**src/rtl/alu_nibble_sequencer.sv**
```systemverilog
// rtl/alu_nibble_sequencer.sv - drives a shared 4-bit ALU slice over a multi-nibble word
module alu_nibble_sequencer #(
  parameter int NIBBLES = 4
) (
  input  logic                 clk,
  input  logic                 rst,
  input  logic                 start,
  input  logic [2:0]           op,
  input  logic                 com,
  input  logic                 cin,
  input  logic [4*NIBBLES-1:0] a,
  input  logic [4*NIBBLES-1:0] b,
  output logic                 busy,
  output logic                 done,
  output logic [4*NIBBLES-1:0] result,
  output logic                 carry_out,
  output logic                 zero,
  output logic                 neg_zero,
  output logic                 equ,
  output logic [3:0]           alu_a,
  output logic [3:0]           alu_b,
  output logic [2:0]           alu_f,
  output logic                 alu_com,
  output logic                 alu_ci_right,
  output logic                 alu_ci_left,
  input  logic [3:0]           alu_d,
  input  logic                 alu_co_left,
  input  logic                 alu_co_right,
  input  logic                 alu_equ
);

  localparam int W  = 4 * NIBBLES;
  localparam int IW = $clog2(NIBBLES);
  localparam logic [IW-1:0] LAST_IDX = IW'(NIBBLES - 1);

  localparam logic [2:0] OP_ADD = 3'd0;
  localparam logic [2:0] OP_SHR = 3'd6;
  localparam logic [2:0] OP_SHL = 3'd7;

  typedef enum logic [1:0] {
    S_IDLE = 2'd0,
    S_RUN  = 2'd1,
    S_DONE = 2'd2
  } state_t;

  state_t state, state_next;

  logic [W-1:0]  a_q, b_q;
  logic [2:0]    op_q;
  logic          com_q;
  logic          chain_q;   // carry/shift bit handed from one pass to the next
  logic          equ_acc;
  logic [IW-1:0] idx;
  logic [W-1:0]  result_q;
  logic [W-1:0]  result_next;
  logic          carry_q, zero_q, neg_zero_q, equ_q;

  logic          is_shr, uses_right, last_pass, chain_next;
  logic [IW-1:0] pos;

  assign is_shr     = (op_q == OP_SHR);
  assign uses_right = (op_q == OP_ADD) || (op_q == OP_SHL);
  assign last_pass  = (idx == LAST_IDX);
  // Right shifts ripple from the top nibble down, everything else from the bottom up.
  assign pos        = is_shr ? (LAST_IDX - idx) : idx;
  assign chain_next = is_shr ? alu_co_right : alu_co_left;

  assign busy      = (state == S_RUN);
  assign done      = (state == S_DONE);
  assign result    = result_q;
  assign carry_out = carry_q;
  assign zero      = zero_q;
  assign neg_zero  = neg_zero_q;
  assign equ       = equ_q;

  // Slice drive: the current nibble while running, all zeros otherwise.
  always_comb begin
    alu_a        = 4'd0;
    alu_b        = 4'd0;
    alu_f        = 3'd0;
    alu_com      = 1'b0;
    alu_ci_right = 1'b0;
    alu_ci_left  = 1'b0;
    if (state == S_RUN) begin
      alu_a        = a_q[pos*4 +: 4];
      alu_b        = b_q[pos*4 +: 4];
      alu_f        = op_q;
      alu_com      = com_q;
      alu_ci_right = uses_right ? chain_q : 1'b0;
      alu_ci_left  = is_shr ? chain_q : 1'b0;
    end
  end

  // Result word with the nibble from the slice merged in at its position.
  always_comb begin
    result_next = result_q;
    result_next[pos*4 +: 4] = alu_d;
  end

  // State register.
  always_ff @(posedge clk) begin
    if (rst) begin
      state <= S_IDLE;
    end else begin
      state <= state_next;
    end
  end

  // Next-state logic; start is only honoured in IDLE.
  always_comb begin
    state_next = state;
    case (state)
      S_IDLE:  if (start) state_next = S_RUN;
      S_RUN:   if (last_pass) state_next = S_DONE;
      S_DONE:  state_next = S_IDLE;
      default: state_next = S_IDLE;
    endcase
  end

  // Operand latch, per-nibble capture, chain update and final flag capture.
  always_ff @(posedge clk) begin
    if (rst) begin
      a_q        <= '0;
      b_q        <= '0;
      op_q       <= 3'd0;
      com_q      <= 1'b0;
      chain_q    <= 1'b0;
      equ_acc    <= 1'b0;
      idx        <= '0;
      result_q   <= '0;
      carry_q    <= 1'b0;
      zero_q     <= 1'b0;
      neg_zero_q <= 1'b0;
      equ_q      <= 1'b0;
    end else begin
      case (state)
        S_IDLE: begin
          if (start) begin
            a_q     <= a;
            b_q     <= b;
            op_q    <= op;
            com_q   <= com;
            chain_q <= cin;   // first pass uses cin as its carry/shift input
            equ_acc <= 1'b1;
            idx     <= '0;
          end
        end
        S_RUN: begin
          result_q <= result_next;
          chain_q  <= chain_next;
          equ_acc  <= equ_acc & alu_equ;
          idx      <= idx + 1'b1;
          if (last_pass) begin
            carry_q    <= (uses_right || is_shr) ? chain_next : 1'b0;
            zero_q     <= (result_next == '0);
            neg_zero_q <= &result_next;
            equ_q      <= equ_acc & alu_equ;
          end
        end
        default: ;
      endcase
    end
  end

endmodule

```
**config.mk**
```make
export PLATFORM = sky130hd
export DESIGN_NAME = alu_nibble_sequencer
export DESIGN_NICKNAME = d
export VERILOG_FILES = /design/src/rtl/alu_nibble_sequencer.sv
export SDC_FILE = /design/constraint.sdc
export NUM_CORES = 1
export LEC_CHECK = 0
export ABC_AREA = 1
export BUFFER_PORTS_ARGS = -buffer_cell sky130_fd_sc_hd__clkbuf_2
export CORE_AREA = 5 5 102 104
export DETAILED_ROUTE_END_ITERATION = 7
export DIE_AREA = 0 0 107 109
export GPL_ROUTABILITY_DRIVEN = 0
export HOLD_SLACK_MARGIN = 0.1
export PLACE_DENSITY = 0.58
export SETUP_SLACK_MARGIN = 0.2
export SLEW_MARGIN = 20
export SYNTH_ARGS = -nofsm -noshare
export SYNTH_HDL_FRONTEND = slang
export SYNTH_SLANG_ARGS = --single-unit
```
**constraint.sdc**
```tcl
create_clock -name clk -period 1.45 [get_ports clk]
set_input_delay 0.0725 -clock clk [delete_from_list [all_inputs] [get_ports clk]]
set_output_delay 0.0725 -clock clk [all_outputs]
set_load 0.02 [all_outputs]
```
**Yosys cells after proc, flatten, opt, wreduce, memory -nomap -nowiden**

Index checks and enable logic that the tools add are counted.

- Bits of input ports: 47
- Memory bits (writable): 0
- Bits in registers: 62
- Bits in read-only memories: 0
- Logic and storage cells: 60
- Bits in latches: 0
- Output and inout port bits: 36
- Memories kept: 0

- Shifts and indexed selects: 4
- Bitwise operators: 1
- Div/mod/pow operators: 0
- Order comparisons: 0
- Add/sub/neg operators: 3
- Mux-type cells: 21
- Equality and inequality tests: 7
- Reduce and logical (&&, ||, !) cells: 11
- Multiply operators: 0

Operators by type and width:

| cell | number |
|---|---|
| $neg 4->34 | 1 |
| $shift 4x34->16 const A | 1 |
| $shiftx 4x34->16 | 1 |
| $shiftx 16x5->4 | 2 |
| $bwmux 16 | 1 |
| $logic_not 16->1 | 1 |
| $reduce_and 16->1 | 1 |
| $mux 1 | 9 |
| $mux 2 | 4 |
| $mux 4 | 2 |
| $pmux 2 s2 | 2 |
| $reduce_and 2->1 | 4 |
| $eq 3x3->1 const B | 2 |
| $eq 2x2->1 const B | 2 |
| $pmux 1 s2 | 2 |
| $logic_not 3->1 | 1 |
| $mux 3 | 1 |
| $add 2x1->2 const B | 1 |
| $eq 2x1->1 const B | 1 |
| $logic_not 2->1 | 1 |
| $logic_or 1x1->1 | 2 |
| $ne 2x1->1 const B | 1 |
| $ne 2x2->1 const B | 1 |
| $reduce_bool 2->1 | 1 |
| other kinds (2) | 2 |

**Longest topological paths before layout**

Gate-level depths: netlist of run 1.

- Word-level depth: 6
- Gate-level depth with buffers: 13
- Gate-level depth less buffers: 13

**Worst setup path after synthesis of run 1**

Ideal clock, no wire load.

- Path kind: flip-flop to output port
- From: register op_q[1]
- To: output port alu_a[0]
- Stages on the path, launching flop included: 10
- Required time: 1.378 ns
- Arrival: 1.610 ns
- Slack: -0.233 ns
- Buffers on the path: 1
- Path through: dfxtp_1 -> nand2_2 -> nor2_4 -> nand2_2 -> nand2_4 -> nand2_4 -> buf_6 -> inv_1 -> a22oi_1 -> a21oi_1

- Longest elaborated chain between the ends: 4

RTL lines:

| what | RTL line | RTL |
|---|---|---|
| start: declaration | 49 | `logic [2:0] op_q;` |
| start signal: assignment | 141 | `op_q <= op;` |
| $eq 3x3->1 | 61 | `assign is_shr = (op_q == OP_SHR);` |
| $mux 2 | 65 | `assign pos = is_shr ? (LAST_IDX - idx) : idx;` |
| $shiftx 16x5->4 | 85 | `alu_a = a_q[pos*4 +: 4];` |
| $mux 4 | 84 | `if (state == S_RUN) begin` |
| end: declaration | 20 | `output logic [3:0] alu_a,` |

Every way passes these cells.

**Worst setup path in the final report of run 1**

- From: register op_q[0]
- To: output port alu_a[0]

The elaborated chain is that of the path after synthesis.

==> impl_metrics.csv, run 1 <==
group,metric,value,unit
detailed_routing,drc,0,
power_and_ir_drop,p_sw_share,32.1,%
logic_synthesis,syn_inst,472,
detailed_routing,firstDrtPassIters,4,
detailed_routing,drt_iter0_markers,136,
grt,overflow,0,
logic_synthesis,synth_nets,520,
detailed_routing,routed_via_density,4.83,
logic_synthesis,synthTopCellsByArea,"dfxtp_1, o21ai_0, nor2_1",
power_and_ir_drop,p_comb_share,29.0,%
worst_setup_path,end_kind,"primary output",
hold_path,min-delay-start,"cin",
logic_synthesis,seq_area_frac_synth,39.2,%
power_and_ir_drop,leakagePower,2.43,nW
worst_setup_path,cp_data_arrival_time,1.89,ns
cts,cts_tree,"done",
worst_setup_path,critical-path-max-stage-delay,0.37,ns
timing,maxSlewViolCount,0,
detailed_routing,vias,3651,
detailed_routing,met3_wirelength,503,um
timing,tightest_slew,0.341,ns
logic_synthesis,synth_cell_type_count,27,
detailed_routing,route.top_layer_used,"met4",
finish,fin_cells,756,
cts,htreeDepth,3,
cts,clk_pin_slew_worst_paths,0.08,ns
timing,whs,0.160,ns
cts,cts-root-buf,"clkbuf_8",
grt,grt_pass1_vias,3637,
timing,fmax,511,MHz
worst_setup_path,cp_cell_sequence,"inv_4 -> nand3_4 -> nand2_4 -> nand2_8 -> buf_6 -> nor2_4 -> a22oi_2 -> a21oi_2 -> clkbuf_8",
worst_setup_path,r2r_cells,14,
finish,antenna_cells,0,
timing,fin_skew,0.0138,ns
power_and_ir_drop,ir_worst_vdd,0.479,mV
worst_setup_path,crit_path_start_kind,"flip-flop",
floorplanning,start_util,33.4,%
detailed_routing,dr_wl_met2,5180,um
floorplanning,num_io_pins,83,
place,port_buffers,82,
grt,antenna_found_initial,0,
power_and_ir_drop,p_per_area,979,nW/um^2
logic_synthesis,synth_top_area_share,39.2,%
detailed_routing,wl_per_cell,13.8,um
logic_synthesis,syn-cell-area,3160,um^2
grt,grt_usage,18.1,%
power_and_ir_drop,intPower,3.53,mW
finish,syn2layout_area_growth,67.8,%
hold_path,hold_path_class,"input port to flip-flop",
timing,min_period_over_period,135,%
job,max_cap_violations,0,
worst_setup_path,critPathBufInv,3,
cts,cts_buffers,9,
worst_setup_path,critPathKind,"flip-flop to primary output",
detailed_routing,routed_wl,10400,um
floorplanning,core_area,9460,um^2
timing,min_period,1.96,ns
finish,final_layout_size_suffix_gt1_share,36.9,%
worst_setup_path,path_delay_family,"simple AND/OR/NAND/NOR gates",
logic_synthesis,avgSynthCellArea,6.70,um^2
finish,utilization,56.1,%
worst_setup_path,critPathRequiredTime,1.38,ns
finish,nets,685,
detailed_routing,postRouteAntennaNets,0,
timing,rsz0062_at_grt,"yes",
detailed_routing,m1WireLength,4620,um
cts,clock-sinks,62,
worst_setup_path,crit_fanout,6,
hold_path,hold_path_depth,3,
grt,grt_max_degree,42,
timing,setup_violations,27,
floorplanning,die_w,107,um
cts,insertion_delay,0.35,ns
status,violations,"setup timing",
logic_synthesis,synth_largest_area_cell,"dfxtp_1",
floorplanning,die_h,109,um
status,outcome,"complete, but fails checks",
power_and_ir_drop,seqPwrFrac,37.6,%
place,dp_cells,673,
logic_synthesis,yosysWarnings,0,
worst_setup_path,worst_r2r_endpoint,"neg_zero",
timing,hold_violations,0,
floorplanning,die_area,11700,um^2
floorplanning,rows,36,
hold_path,min_to,"chain_q",
worst_setup_path,crit_slowest_cell,"dfxtp_4",
logic_synthesis,ys_seq_elements,62,
cts,clk_path_buf_depth,2,
power_and_ir_drop,switchingPower,1.67,mW
place,dpl.hpwl,6530,um
timing,maxSlewHeadroom,77.3,%
worst_setup_path,worst-r2r-setup-slack,-0.39,ns
power_and_ir_drop,p_clk_share,33.4,%
grt,grt_first_pass_wirelength,17000,um
worst_setup_path,rr_startpoint,"op_q[0]",
timing,setup_slack,-0.508,ns
## registers in the layout, summed over array words and instances (netlist names)
| name | flops |
|---|---|
| a_q | 16 |
| b_q | 16 |
| carry_out | 1 |
| chain_q | 1 |
| com_q | 1 |
| equ | 1 |
| equ_acc | 1 |
| idx | 2 |
| neg_zero | 1 |
| op_q | 3 |
| result | 16 |
| state | 2 |
| zero | 1 |
## worst reg2reg max path, cell delays in order (launching register included)
cell     delay (ns)
dfxtp_4        0.37
inv_4          0.07
nand4_1        0.21
nand2_8        0.20
buf_6          0.12
nor2_4         0.05
buf_4          0.13
buf_4          0.13
nand2_1        0.05
nand2_1        0.06
nor2_2         0.09
nand2_1        0.07
nor2_2         0.07
nand2_1        0.06
a21oi_2        0.10
## routing by layer
layer	track usage, %	up-vias
li1	-	1870
met5	0	-
met3	4.32	19
met4	5.57	0
met2	31.3	105
met1	22.5	1657
## power groups by stage
stage	combinational [mW]	clock [mW]	sequential [mW]
after global placement	1.04	0	1.98
after CTS	1.38	1.77	1.95
after detailed placement	1.04	0	1.98
final	1.50	1.74	1.95
after floorplan	0.657	0	2.01
after global routing	1.65	1.86	1.97
## placed cells by master (no fill, tap or decap), types with 9 or more instances in the layout
| cell type | Yosys | routed |
|---|---|---|
| nand2_1 | 76 | 67 |
| inv_1 | 54 | 49 |
| buf_4 | 0 | 30 |
| clkbuf_8 | 0 | 19 |
| a22oi_2 | 0 | 9 |
| a21oi_1 | 31 | 22 |
| dfxtp_1 | 62 | 55 |
| nand3_1 | 11 | 9 |
| o21ai_0 | 68 | 55 |
| clkbuf_2 | 0 | 67 |
| dlygate4sd3_1 | 0 | 40 |
| o21ai_1 | 8 | 13 |
| buf_6 | 4 | 20 |
| nor2_1 | 90 | 81 |
| a21oi_2 | 2 | 11 |
## kinds of logic (layout without fill, tap and decap cells)
family | after synthesis | after routing | synth area share (%)
compound gates | 130 | 130 | 22.5
fa+ha+maj | 1 | 1 | 0.396
buf+inv | 79 | 247 | 10.3
flops | 62 | 62 | 39.2
simple gates | 200 | 202 | 27.5
## Yosys cell counts
library cell,n
inv_2,1
nor2_2,3
nand3_1,11
a211oi_1,2
o211ai_1,1
o31ai_1,1
a21oi_1,31
clkbuf_1,17
nor2_1,90
a221oi_1,1
nand2_4,9
nand4_1,2
clkinv_1,2
nor2_4,1
dfxtp_1,62
nor3_1,4
buf_1,1
o21ai_0,68
a22oi_1,16
o21ai_1,8
inv_1,54
a21oi_2,2
nand3_2,1
nand2_2,3
nand2_1,76
ha_1,1
buf_6,4
## area by class of cell
class	count	area, um^2
well taps	114	143
inverters	57	245
flip-flops and latches	62	1260
fillers	851	4150
clock inverters	6	85.1
multi-input cells	333	1970
clock buffers	10	138
repair buffers	174	1470
## metrics by stage
step / setup WS, ns / area [um^2] / setup TNS (ns) / total power [mW]
6_report: -0.508 / 5310 / -7.02 / 5.20
5_1_grt: -0.598 / 5310 / -9.86 / 5.48
4_1_cts: -0.452 / 5050 / -6.56 / 5.10
3_5_place_dp: -0.156 / 3920 / -1.56 / 3.03
3_3_place_gp: -0.177 / 3920 / -1.34 / 3.02
2_1_floorplan: -0.0204 / 3250 / -0.110 / 2.67
## how the worst max path moves through the flow
stage | start | to | cells after the start
floorplan | op_q[1] | zero | 13
global placement | op_q[0] | zero | 12
detailed placement | op_q[1] | zero | 13
CTS | op_q[2] | alu_a[0] | 7
global route | op_q[0] | alu_b[3] | 9
finish | op_q[0] | alu_a[0] | 9
## timing repair
| item | 4_1_cts | 5_1_grt |
|---|---|---|
| setup buffers | 17 | 7 |
| setup endpoints to repair | 37 | 71 |
| hold buffers | 40 | 0 |
| hold endpoints to repair | 40 | 0 |
| resized for setup | 89 | 55 |
| gates cloned | 2 | 1 |
| pin swaps | 30 | 10 |
Power figures use the tool's default switching activity.
==> run 2: changes to the inputs <==
--- a/config.mk
+++ b/config.mk
@@ -5,15 +5,15 @@
 export SDC_FILE = /design/constraint.sdc
 export NUM_CORES = 1
 export LEC_CHECK = 0
-export ABC_AREA = 1
 export BUFFER_PORTS_ARGS = -buffer_cell sky130_fd_sc_hd__clkbuf_2
-export CORE_AREA = 5 5 102 104
+export CORE_AREA = 5 5 98 100
 export DETAILED_ROUTE_END_ITERATION = 7
-export DIE_AREA = 0 0 107 109
+export DIE_AREA = 0 0 103 105
 export GPL_ROUTABILITY_DRIVEN = 0
 export HOLD_SLACK_MARGIN = 0.1
 export PLACE_DENSITY = 0.58
-export SETUP_SLACK_MARGIN = 0.2
+export SETUP_SLACK_MARGIN = 0.02
+export SKIP_LAST_GASP = 1
 export SLEW_MARGIN = 20
 export SYNTH_ARGS = -nofsm -noshare
 export SYNTH_HDL_FRONTEND = slang
==> run 2 against run 1 <==
The flow still finishes with violations (setup timing); sequential share of layout area increased by 1.7 points; first-iteration DRC count decreased by 14%; via count decreased by 11%; critical endpoint is now zero; highest routed layer unchanged.
==> impl_metrics.csv, run 2 <==
group,metric,value,unit
power_and_ir_drop,leakagePower,2.01,nW
logic_synthesis,syn-cell-area,2930,um^2
logic_synthesis,synth_nets,425,
logic_synthesis,ys_seq_elements,62,
worst_setup_path,startpoint,"op_q[0]",
grt,grt_first_pass_wirelength,15800,um
timing,min_period_over_period,140,%
worst_setup_path,cp_data_arrival_time,2.31,ns
detailed_routing,vias,3245,
timing,min_period,2.03,ns
cts,clock-sinks,62,
timing,setup_slack,-0.579,ns
place,pre_cts_ws,-0.482,ns
hold_path,hold_path_depth,4,
detailed_routing,drt_iter0_markers,117,
place,dp_cells,592,
cts,insertion_delay,0.34,ns
power_and_ir_drop,seqPwrFrac,42.9,%
logic_synthesis,avgSynthCellArea,7.76,um^2
floorplanning,die_w,103,um
grt,grt_usage,18.3,%
power_and_ir_drop,p_clk_share,35.5,%
power_and_ir_drop,ir_worst_vdd,0.462,mV
worst_setup_path,cp-endpoint,"zero",
worst_setup_path,cp_cell_sequence,"nand3b_1 -> buf_6 -> mux2_4 -> buf_6 -> buf_6 -> nor3_2 -> a21oi_1 -> or4_1 -> o21ai_1",
floorplanning,rows,34,
detailed_routing,route.top_layer_used,"met4",
finish,fillCellCount,768,
cts,clk_pin_slew_worst_paths,0.08,ns
worst_setup_path,r2r_cells,9,
finish,utilization,57.0,%
power_and_ir_drop,p_comb_share,21.6,%
job,max_cap_violations,0,
worst_setup_path,end_kind,"flip-flop",
worst_setup_path,path_delay_family,"simple AND/OR/NAND/NOR gates",
detailed_routing,drc,0,
timing,fmax,493,MHz
finish,fin_cells,658,
grt,overflow,0,
timing,rsz0062_at_grt,"yes",
worst_setup_path,critical-path-max-stage-delay,0.51,ns
worst_setup_path,crit_path_start_kind,"flip-flop",
logic_synthesis,syn_inst,377,
place,dpl.hpwl,6780,um
finish,final_common_cell,"nand2_1",
floorplanning,num_io_pins,83,
timing,tightest_slew,0.385,ns
worst_setup_path,critPathBufInv,3,
finish,antenna_cells,0,
floorplanning,die_h,105,um
detailed_routing,firstDrtPassIters,4,
grt,grt_pass1_vias,3247,
logic_synthesis,synth-main-ff-cell,"dfxtp_1",
status,violations,"setup timing",
hold_path,hold_path_class,"input port to flip-flop",
cts,cts-root-buf,"clkbuf_8",
finish,syn2layout_area_growth,67.3,%
logic_synthesis,synth_top_area_share,42.4,%
logic_synthesis,yosysMostFrequentCell,"nand2_1",
detailed_routing,routed_via_density,4.93,
grt,antenna_found_initial,0,
power_and_ir_drop,switchingPower,1.24,mW
logic_synthesis,seq_area_frac_synth,42.4,%
logic_synthesis,synth_top_cells_by_count,"nand2_1, dfxtp_1, a21oi_1, nor2_1, mux2i_1",
worst_setup_path,crit_slowest_cell,"or4_1",
detailed_routing,wl_per_cell,15.1,um
detailed_routing,dr_wl_met2,5000,um
place,post_dp_cell_area,3900,um^2
floorplanning,core_area,8590,um^2
finish,postLayoutCellArea,4890,um^2
floorplanning,die_area,10800,um^2
logic_synthesis,yosysWarnings,0,
power_and_ir_drop,p_per_area,877,nW/um^2
floorplanning,start_util,34.0,%
worst_setup_path,cp.depth,9,
worst_setup_path,worst-r2r-setup-slack,-0.58,ns
place,port_buffers,82,
worst_setup_path,worst_r2r_endpoint,"zero",
cts,clk_path_buf_depth,2,
detailed_routing,m1WireLength,4240,um
logic_synthesis,synthArstFlopShare,0,%
worst_setup_path,critPathRequiredTime,1.73,ns
cts,cts_buffers,9,
worst_setup_path,crit_fanout,6,
logic_synthesis,synth_largest_area_cell,"dfxtp_1",
status,outcome,"complete, but fails checks",
power_and_ir_drop,p_sw_share,28.8,%
timing,maxSlewViolCount,0,
worst_setup_path,critPathKind,"flip-flop to flip-flop",
logic_synthesis,synth-edff-count,0,
timing,fin_skew,0.0134,ns
timing,hold_violations,0,
logic_synthesis,synth_cell_type_count,38,
worst_setup_path,rr_startpoint,"op_q[0]",
finish,final_layout_size_suffix_gt1_share,40.7,%
timing,setup_violations,28,
timing,maxSlewHeadroom,74.0,%
power_and_ir_drop,intPower,3.06,mW
finish,nets,593,
detailed_routing,postRouteAntennaNets,0,
cts,cts_tree,"done",
worst_setup_path,crit_path_frequent_cell,"buf_6",
logic_synthesis,synthTopCellsByArea,"dfxtp_1, nand2_1, a21oi_1",
detailed_routing,routed_wl,9950,um
cts,htreeDepth,3,
detailed_routing,met3_wirelength,631,um
grt,grt_max_degree,38,
finish,mostFrequentLayoutCells,"nand2_1, clkbuf_2, dfxtp_1, a21oi_1, buf_4",
==> run 2: metrics by stage <==
| step | TNS [ns] | power [mW] | hold WS [ns] |
|---|---|---|---|
| after detailed placement | -6.63 | 2.58 | 0.304 |
| final | -8.33 | 4.29 | 0.134 |
| after floorplan | -1.79 | 2.30 | 0.201 |
| after global placement | -6.44 | 2.57 | 0.298 |
| after global routing | -10.09 | 4.47 | 0.150 |
| after CTS | -8.25 | 4.26 | 0.104 |
==> run 2: kinds of logic after synthesis <==
| logic type | synth area share, % |
|---|---|
| AO/OA/AOI/OAI | 18.1 |
| flip-flops | 42.4 |
| multiplexers | 9.88 |
| AND/OR/NAND/NOR | 24.7 |
| adder cells (fa/ha/maj) | 0.428 |
| buffers and inverters | 4.41 |
==> run 2: power by group through the flow <==
stage	Clock, mW	Combinational [mW]	Sequential [mW]
6_report	1.52	0.928	1.84
5_1_grt	1.62	1.01	1.85
4_1_cts	1.55	0.867	1.84
3_5_place_dp	0	0.699	1.88
3_3_place_gp	0	0.694	1.87
2_1_floorplan	0	0.417	1.88
==> run 2: repair_timing <==
item	CTS	global route
endpoints found under the setup margin	33	34
hold buffers	38	0
endpoints found under the hold margin	39	0
setup buffers	7	4
pin swaps	12	17
gates resized for setup	52	27
cloned	1	1
==> run 2: routing by layer <==
metal / GRT usage [%] / up-vias
met4: 4.44 / 0
li1: - / 1636
met2: 30.9 / 96
met3: 4.26 / 8
met1: 23.4 / 1505
met5: 0 / -
==> run 2: how the worst min path moves through the flow <==
| stage | from | to | slack, ns |
|---|---|---|---|
| after floorplan | op[0] | op_q[0] | 0.20 |
| after global routing | rst | zero | 0.15 |
| after global placement | b[5] | b_q[5] | 0.30 |
| after detailed placement | b[4] | b_q[4] | 0.30 |
| final | alu_d[3] | zero | 0.13 |
| after CTS | alu_co_right | chain_q | 0.10 |
==> run 2: worst reg2reg max path, cell delays in order, from the launching register on <==
cell and delay [ns]:
dfxtp_2 0.32, nand3b_1 0.16, buf_6 0.15, mux2_4 0.31, buf_6 0.14, buf_6 0.11, nor3_2 0.10, a21oi_1 0.06
or4_1 0.51, o21ai_1 0.12
==> run 2: final cells by class <==
cell class	count	area [um^2]	area share, %
Multi-Input combinational cell	284	1810	37.0
Timing Repair Buffer	183	1480	30.3
Sequential cell	62	1250	25.5
Tap cell	108	135	2.76
Clock buffer	9	124	2.53
Clock inverter	7	73.8	1.51
Inverter	5	21.3	0.435
==> run 3: changes to the inputs <==
--- a/config.mk
+++ b/config.mk
@@ -6,15 +6,14 @@
 export NUM_CORES = 1
 export LEC_CHECK = 0
 export BUFFER_PORTS_ARGS = -buffer_cell sky130_fd_sc_hd__clkbuf_2
-export CORE_AREA = 5 5 98 100
+export CORE_AREA = 5 5 82 84
 export DETAILED_ROUTE_END_ITERATION = 7
-export DIE_AREA = 0 0 103 105
+export DIE_AREA = 0 0 87 89
 export GPL_ROUTABILITY_DRIVEN = 0
 export HOLD_SLACK_MARGIN = 0.1
-export PLACE_DENSITY = 0.58
+export PLACE_DENSITY = 0.77
 export SETUP_SLACK_MARGIN = 0.02
 export SKIP_LAST_GASP = 1
-export SLEW_MARGIN = 20
 export SYNTH_ARGS = -nofsm -noshare
 export SYNTH_HDL_FRONTEND = slang
 export SYNTH_SLANG_ARGS = --single-unit
==> constraint.sdc (replaced) <==
create_clock -name clk -period 2.3 [get_ports clk]
set_input_delay 0.115 -clock clk [delete_from_list [all_inputs] [get_ports clk]]
set_output_delay 0.115 -clock clk [all_outputs]
set_load 0.02 [all_outputs]
==> run 3 against run 2 <==
The run now ends clean; worst setup slack better by 0.67 ns; cell area shrank 18%; clock skew is 0.0030 ns lower; via count shrank 4.4%; first-iteration DRC count grew 110%; non-clock buffer count decreased by 51; utilization grew 11 points; sequential share of layout area up 5.6 points; sequential power down 37%; clock power fell by 36%; worst hold slack worse by 0.0040 ns; power decreased by 41%; largest cell class unchanged.
==> impl_metrics.csv, run 3 (synthesized netlist as in run 2, its figures left out) <==
group,metric,value,unit
detailed_routing,drc,0,
place,post_dp_cell_area,3410,um^2
cts,cts_buffers,9,
grt,grt_pass1_vias,3096,
cts,htreeDepth,3,
finish,syn2layout_area_growth,36.7,%
power_and_ir_drop,p_clk_share,38.3,%
worst_setup_path,crit_fanout,12,
detailed_routing,met3_wirelength,602,um
worst_setup_path,end_kind,"primary output",
place,dpl.hpwl,5880,um
timing,fmax,453,MHz
cts,cts_tree,"done",
worst_setup_path,critPathRequiredTime,2.18,ns
finish,final_common_cell,"nand2_1",
timing,maxSlewViolCount,0,
finish,mostFrequentLayoutCells,"nand2_1, clkbuf_2, dfxtp_1, a21oi_1",
timing,fin_setup_tns,0,ns
floorplanning,die_w,87,um
finish,final_layout_size_suffix_gt1_share,24.0,%
floorplanning,num_io_pins,83,
finish,multiInputGateArea,1570,um^2
timing,setup_violations,0,
floorplanning,die_area,7740,um^2
detailed_routing,postRouteAntennaNets,0,
timing,fin_skew,0.0103,ns
detailed_routing,drt_iter0_markers,245,
finish,regArea,1240,um^2
hold_path,hold_path_class,"input port to flip-flop",
floorplanning,rows,28,
place,pre_cts_ws,0.0864,ns
detailed_routing,routed_via_density,5.41,
detailed_routing,route.top_layer_used,"met4",
worst_setup_path,cp_data_arrival_time,2.09,ns
finish,postLayoutCellArea,4000,um^2
power_and_ir_drop,leakagePower,1.66,nW
power_and_ir_drop,p_comb_share,16.0,%
finish,antenna_cells,0,
cts,insertion_delay,0.35,ns
floorplanning,die_h,89,um
floorplanning,start_util,50.0,%
detailed_routing,vias,3103,
detailed_routing,routed_wl,8800,um
cts,clock-sinks,62,
timing,rsz0062_at_grt,"no",
power_and_ir_drop,p_per_area,634,nW/um^2
grt,grt_first_pass_wirelength,13900,um
job,max_cap_violations,0,
cts,clk_path_buf_depth,2,
timing,hold_violations,0,
worst_setup_path,critPathKind,"flip-flop to primary output",
power_and_ir_drop,p_sw_share,27.9,%
detailed_routing,dr_wl_met2,4430,um
worst_setup_path,crit_path_start_kind,"flip-flop",
detailed_routing,firstDrtPassIters,4,
status,outcome,"finished clean",
timing,min_period_over_period,96.0,%
power_and_ir_drop,ir_worst_vdd,0.391,mV
grt,overflow,0,
cts,cts-root-buf,"clkbuf_8",
power_and_ir_drop,intPower,1.83,mW
floorplanning,core_area,5850,um^2
detailed_routing,wl_per_cell,15.3,um
timing,min_period,2.21,ns
grt,grt_max_degree,61,
power_and_ir_drop,seqPwrFrac,45.7,%
cts,clk_pin_slew_worst_paths,0.07,ns
finish,nets,542,
timing,tightest_slew,0.590,ns
place,port_buffers,82,
detailed_routing,m1WireLength,3450,um
timing,setup_slack,0.0923,ns
power_and_ir_drop,switchingPower,0.707,mW
grt,antenna_found_initial,0,
grt,grt_usage,23.1,%
timing,maxSlewHeadroom,60.7,%
finish,fillCellCount,491,
worst_setup_path,worst-r2r-setup-slack,0.22,ns
-- run 3: critical path: stages, from the launching register on --
cell and delay [ns]:
dfxtp_1 0.40, nand3b_1 0.10, buf_4 0.17, mux2_4 0.36, buf_4 0.20, a22oi_1 0.23, a21oi_1 0.11, clkbuf_2 0.17
-- run 3: what timing repair did --
item | 4_1_cts | 5_1_grt
hold buffers | 37 | 0
buffers inserted | 1 | 0
resized for setup | 0 | 5
endpoints found under the hold margin | 38 | 0
setup endpoints to repair | 7 | 8
-- run 3: power groups by stage --
stage               clock, mW  sequential [mW]  combinational (mW)
CTS                     0.981             1.16               0.395
floorplan                   0             1.18               0.222
global route             1.03             1.16               0.442
finish                  0.970             1.16               0.406
global placement            0             1.18               0.338
detailed placement          0             1.18               0.345
-- run 3: worst paths after layout --
check,depth (start not counted),endpoint,startpoint
max,7,alu_a[1],op_q[2]
max reg2reg,6,zero,idx[0]
min,4,chain_q,cin
min reg2reg,2,a_q[4],a_q[4]
-- run 3: final cells by class --
type / count / area share (%)
flip-flops and latches: 62 / 31.1
clock inverters: 6 / 1.53
multi-input cells: 284 / 39.2
inverters: 5 / 0.469
clock buffers: 10 / 3.44
repair buffers: 132 / 22.0
well taps: 75 / 2.35
-- run 3: stage by stage --
step / util [%] / hold WS, ns / power, mW / cells
after floorplan: - / 0.251 / 1.40 / 377
after global placement: 58.3 / 0.340 / 1.52 / 520
after detailed placement: 58.3 / 0.346 / 1.53 / 520
after CTS: 68.1 / 0.128 / 2.53 / 574
after global routing: 68.3 / 0.155 / 2.64 / 574
final: 68.3 / 0.130 / 2.53 / 574
-- run 3: routing by layer --
metal	vias up	global-route usage (%)
li1	1535	-
met2	119	41.2
met5	-	0
met3	30	4.88
met1	1419	25.2
met4	0	13.6
